## config.mk

```make
export PLATFORM = sky130hd
export DESIGN_NAME = jcontrol_seq
export DESIGN_NICKNAME = d
export VERILOG_FILES = /design/src/rtl/jcontrol_seq.sv
export SDC_FILE = /design/constraint.sdc
export NUM_CORES = 1
export LEC_CHECK = 0
export CORE_UTILIZATION = 30
export DETAILED_ROUTE_END_ITERATION = 10
export PLACE_DENSITY = 0.52
export SYNTH_ARGS = -nofsm -noshare
export SYNTH_HDL_FRONTEND = slang
export SYNTH_SLANG_ARGS = --single-unit
```

## constraint.sdc

```tcl
create_clock -name clk -period 2.33 [get_ports clk]
set_input_delay 0.699 -clock clk [delete_from_list [all_inputs] [get_ports clk]]
set_output_delay 0.699 -clock clk [all_outputs]
set_load 0.02 [all_outputs]
```

## src/rtl/jcontrol_seq.sv

```systemverilog
// Control-signal sequencer: decodes stepper position, instruction and flags into
// registered bus-enable / register-set strobes, and polices the step sequence.
module jcontrol_seq #(
    parameter int CNT_W = 16
) (
    input  logic             clk,
    input  logic             reset,
    input  logic             wclke,
    input  logic             wclks,
    input  logic [0:5]       bos,
    input  logic [7:0]       ir,
    input  logic [3:0]       flags,
    output logic             en_bus1,
    output logic             en_iar,
    output logic             en_ram,
    output logic             en_acc,
    output logic [0:3]       en_reg,
    output logic             s_mar,
    output logic             s_acc,
    output logic             s_ir,
    output logic             s_iar,
    output logic             s_ram,
    output logic             s_tmp,
    output logic             s_flags,
    output logic [0:3]       s_reg,
    output logic [2:0]       alu_op,
    output logic             step_err,
    output logic [CNT_W-1:0] instr_cnt
);

    typedef enum logic [2:0] {
        ST_NONE = 3'd0, ST_1 = 3'd1, ST_2 = 3'd2, ST_3 = 3'd3,
        ST_4 = 3'd4, ST_5 = 3'd5, ST_6 = 3'd6
    } step_e;

    step_e            cur, prev_d, prev_q;
    logic [1:0]       ra, rb;
    logic             d_bus1, d_iar, d_ram, d_acc;
    logic [0:3]       d_reg;
    logic             d_mar, d_sacc, d_ir, d_siar, d_sram, d_tmp, d_flags;
    logic [0:3]       d_sreg;
    logic [2:0]       d_op;
    logic [7:0]       en_d, en_q;
    logic [10:0]      set_d, set_q;
    logic [2:0]       op_d, op_q;
    logic             err_now, wrap_ok, step_err_d, step_err_q;
    logic [CNT_W-1:0] cnt_d, cnt_q;

    // Successor of "none" is step 1, which makes a clean restart the only legal move.
    function automatic step_e succ(input step_e s);
        case (s)
            ST_1:    return ST_2;
            ST_2:    return ST_3;
            ST_3:    return ST_4;
            ST_4:    return ST_5;
            ST_5:    return ST_6;
            default: return ST_1;
        endcase
    endfunction

    assign ra = ir[3:2];
    assign rb = ir[1:0];

    always_comb begin
        case (bos)
            6'b100000: cur = ST_1;
            6'b010000: cur = ST_2;
            6'b001000: cur = ST_3;
            6'b000100: cur = ST_4;
            6'b000010: cur = ST_5;
            6'b000001: cur = ST_6;
            default:   cur = ST_NONE;
        endcase
    end

    always_comb begin
        err_now = 1'b0;
        wrap_ok = 1'b0;
        prev_d  = prev_q;
        if (cur == ST_NONE) begin
            err_now = wclke;
        end else if (cur != prev_q) begin
            if (cur != succ(prev_q)) begin
                err_now = 1'b1;
            end else begin
                prev_d  = cur;
                wrap_ok = (prev_q == ST_6);
            end
        end
        if (err_now) prev_d = ST_NONE;
        step_err_d = step_err_q | err_now;
        cnt_d      = cnt_q + CNT_W'(wrap_ok);
    end

    always_comb begin
        d_bus1 = 1'b0; d_iar = 1'b0; d_ram = 1'b0; d_acc = 1'b0; d_reg = '0;
        d_mar = 1'b0; d_sacc = 1'b0; d_ir = 1'b0; d_siar = 1'b0; d_sram = 1'b0;
        d_tmp = 1'b0; d_flags = 1'b0; d_sreg = '0; d_op = '0;
        case (cur)
            ST_1: begin d_bus1 = 1'b1; d_iar = 1'b1; d_mar = 1'b1; d_sacc = 1'b1; end
            ST_2: begin d_ram = 1'b1; d_ir = 1'b1; end
            ST_3: begin d_acc = 1'b1; d_siar = 1'b1; end
            ST_4: begin
                if (ir[7]) begin
                    d_reg[rb] = 1'b1; d_tmp = 1'b1;
                end else begin
                    case (ir[6:4])
                        3'd0, 3'd1: begin d_reg[ra] = 1'b1; d_mar = 1'b1; end
                        3'd2, 3'd5: begin d_bus1 = 1'b1; d_iar = 1'b1; d_mar = 1'b1; d_sacc = 1'b1; end
                        3'd3:       begin d_reg[rb] = 1'b1; d_siar = 1'b1; end
                        3'd4:       begin d_iar = 1'b1; d_mar = 1'b1; end
                        3'd6:       begin d_bus1 = 1'b1; d_flags = 1'b1; end
                        default:    ;
                    endcase
                end
            end
            ST_5: begin
                if (ir[7]) begin
                    d_reg[ra] = 1'b1; d_op = ir[6:4]; d_sacc = 1'b1; d_flags = 1'b1;
                end else begin
                    case (ir[6:4])
                        3'd0, 3'd2: begin d_ram = 1'b1; d_sreg[rb] = 1'b1; end
                        3'd1:       begin d_reg[rb] = 1'b1; d_sram = 1'b1; end
                        3'd4:       begin d_ram = 1'b1; d_siar = 1'b1; end
                        3'd5:       begin d_acc = 1'b1; d_siar = 1'b1; end
                        default:    ;
                    endcase
                end
            end
            ST_6: begin
                if (ir[7]) begin
                    // CMP only updates flags; the result is discarded.
                    if (ir[6:4] != 3'b111) begin d_acc = 1'b1; d_sreg[rb] = 1'b1; end
                end else if (ir[6:4] == 3'd2) begin
                    d_acc = 1'b1; d_siar = 1'b1;
                end else if (ir[6:4] == 3'd5 && (ir[3:0] & flags) != 4'b0) begin
                    d_ram = 1'b1; d_siar = 1'b1;
                end
            end
            default: ;
        endcase
    end

    // Gate with the next error state so the cycle that detects an error is already silent.
    always_comb begin
        en_d  = (wclke && !step_err_d) ? {d_bus1, d_iar, d_ram, d_acc, d_reg} : '0;
        set_d = (wclks && !step_err_d)
              ? {d_mar, d_sacc, d_ir, d_siar, d_sram, d_tmp, d_flags, d_sreg} : '0;
        op_d  = (wclke && !step_err_d) ? d_op : '0;
    end

    always_ff @(posedge clk or posedge reset) begin
        if (reset) begin
            en_q       <= '0;
            set_q      <= '0;
            op_q       <= '0;
            step_err_q <= 1'b0;
            cnt_q      <= '0;
            prev_q     <= ST_NONE;
        end else begin
            en_q       <= en_d;
            set_q      <= set_d;
            op_q       <= op_d;
            step_err_q <= step_err_d;
            cnt_q      <= cnt_d;
            prev_q     <= prev_d;
        end
    end

    assign {en_bus1, en_iar, en_ram, en_acc, en_reg} = en_q;
    assign {s_mar, s_acc, s_ir, s_iar, s_ram, s_tmp, s_flags, s_reg} = set_q;
    assign alu_op    = op_q;
    assign step_err  = step_err_q;
    assign instr_cnt = cnt_q;

endmodule

```

==> results.cfg <==
[outcome]
outcome = complete, but fails checks
violations = negative setup slack

[synthesis]
synth.distinct_cells = 64
synth_area_per_cell_um2 = 10.1
ys_seq_area_share_pct = 40.9
post-synth-top-area-fraction_pct = 40.9
synth_area_mm2 = 0.00257
ys_warn_count = 0
synth_top_cells_by_count = dfrtp_1, nand2_1, nor2_1, xnor2_1
yosysMostFrequentCell = dfrtp_1
yosys-top-cells-area = dfrtp_1, xnor2_1, nand2_1
synthArstFlopShare_pct = 100
synthCells = 255
ys_ff_latch = 42
syn-num-nets = 279
yosysTopAreaCell = dfrtp_1
synth_edf_count = 0
ys.flop_type = dfrtp_1

[hold_path]
hp-class = flip-flop to flip-flop
holdPathStages = 1
hold_end = instr_cnt[12]
worstHoldStart = instr_cnt[12]

[grt]
antenna_found_initial = 0
met2_usage_pct = 28.1
grt_overflow = 0
grt_max_degree = 19
first_global_vias = 2348
use_met1_pct = 19.8
busiest_layer = met2
use_met3_pct = 2.17
track_usage_pct = 15.8
grt_pass1_wl_um = 11000

[die]
row_count = 33
core-area_mm2 = 0.00826
io_pins = 61
start_util_pct = 31.1
dieHeight_um = 94.5
fp.dieW_um = 94.5
die-area_mm2 = 0.00894

[route]
avgViaCountPerCell = 4.84
ant_nets = 0
first_pass_iters = 4
drt_iter0_markers = 81
dr_total_vias = 2346
finalWirelength_um = 6760
routedWlPerCell_um = 13.9
drcViolationCount = 0

[worst_setup_path]
setup.worst_path.end_class = flip-flop
critPathKind = input pin to flip-flop
r2r-start = prev_q[0]
worstRegToRegCells = 9
cp_data_arrival_time_ns = 2.62
rrSetupSlack_ns = 0.37
cp_max_fo = 3
required_ns = 2.55
r2r-end = instr_cnt[12]
critPathLaunchType = input pin

[cells_and_area]
nFillCells = 813
fin_nets = 403
final_layout_size_suffix_gt1_share_pct = 38.2
antenna_cells = 0
flow.area_growth_from_synthesis_pct = 58.5
post-route-util_pct = 49.3
final_cell_count_no_fill = 485

[sta]
relSlewSlack_pct = 45.1
grt_setup_unrepaired = yes
setup_viol = 4
whs_ns = 0.493
period_share_pct = 103
hold_violations = 0
tns_ns = -0.162
finalMaxSlewViolations = 0
worst_slew_pin_slew_ns = 0.816
setup_ws_ns = -0.0679
fmax_mhz = 417
finClkSkew_ns = 0.00807
period_needed_ns = 2.40

[clock_tree]
clkSinkCount = 42
h-tree-depth = 2
cts.path.max_buffers = 2
clkTransAtPathRegs_ns = 0.08
cts_tree = built
cts_made_buffers = 5
clk_root_buffer_cell = clkbuf_8
holdBufCountCts = 0
clock_latency_ns = 0.30

[place]
dp.cells = 468
gp_congestion = 0.813
io_buffers = 60
dp_hpwl_um = 5320
dpl_worst_slack_ns = -0.707

[flow_run]
drv_cap = 0

[power]
leakagePower_nw = 1.66
irDropWorstVdd_mv = 0.190
power_density_mw_per_mm2 = 387
## repair_timing
item | in CTS | in global routing
pin swaps | 15 | 13
setup buffers | 8 | 1
setup endpoints to repair | 40 | 31
resized for setup | 40 | 19
## how the worst max path moves through the flow
stage | from | to | slack [ns] | cells after the start
global route | bos[1] | instr_cnt[12] | -0.15 | 10
CTS | bos[1] | instr_cnt[12] | -0.07 | 12
global placement | bos[1] | set_q[3] | -0.65 | 10
floorplan | bos[5] | instr_cnt[14] | -0.31 | 9
finish | bos[1] | instr_cnt[12] | -0.07 | 10
detailed placement | bos[1] | set_q[3] | -0.71 | 10
## where the power goes
group          leakage (nW)  internal (mW)  total, mW  switching (mW)
clock network        0.0472          0.238      0.493           0.254
registers             0.581          0.736      0.753          0.0171
logic                  1.03          0.157      0.332           0.174
## critical path: stages
cell and delay, ns:
buf_6 0.10, buf_6 0.10, or4_4 0.53, nor4_4 0.26, ha_2 0.25, ha_4 0.14
nand2_2 0.05, or2_4 0.26, nor2_4 0.08, xor2_1 0.14
## stage by stage
step	power (mW)	instance area [um^2]
CTS	1.58	4000
detailed placement	1.06	3720
finish	1.58	4070
floorplan	0.926	2620
global route	1.66	4070
global placement	1.06	3720
## metal layers
metal	share of wire, %	wire length, um	vias up
met4	1.2	81	0
met1	45	3010	1106
li1	-	-	1179
met3	3.9	266	5
met2	50	3400	56
met5	0	0	-
## cell usage in the layout, fill, tap and decap left out, drive strengths merged, types with 4 or more instances in the layout
| master | instances |
|---|---|
| a21oi | 9 |
| o211ai | 4 |
| nand3 | 8 |
| and3 | 6 |
| inv | 5 |
| nand2 | 29 |
| nand4 | 10 |
| nor2 | 20 |
| nor3 | 18 |
| xnor2 | 13 |
| xor2 | 6 |
| nor4 | 7 |
| a31oi | 6 |
| buf | 78 |
| o21ai | 10 |
| dfrtp | 42 |
| clkdlybuf4s50 | 54 |
| clkbuf | 7 |
## cells by family after synthesis
family	after synthesis	share of synthesized area (%)
xor gates and xnor gates	19	7.06
DFF	42	40.9
buffers and inverters	24	6.28
AOI/OAI and AO/OA	51	16.6
and+or+nand+nor	115	27.3
adders and majority gates	2	0.974
muxes	2	0.877
## area by class of cell
cell class / instances / area [um^2] / share of cell area [%]
multi-input cells: 189 / 1540 / 37.8
flip-flops and latches: 42 / 1050 / 25.8
inverters: 6 / 22.5 / 0.553
well taps: 105 / 131 / 3.23
repair buffers: 135 / 1230 / 30.2
clock buffers: 6 / 82.6 / 2.03
clock inverters: 2 / 12.5 / 0.307
## state kept, by name, summed over array words and instances, names as in the netlist
register   cells
en_q           8
alu_op         3
set_q         11
step_err       1
prev_q         3
instr_cnt     16
Note: power is estimated with default switching activity, not from simulation.
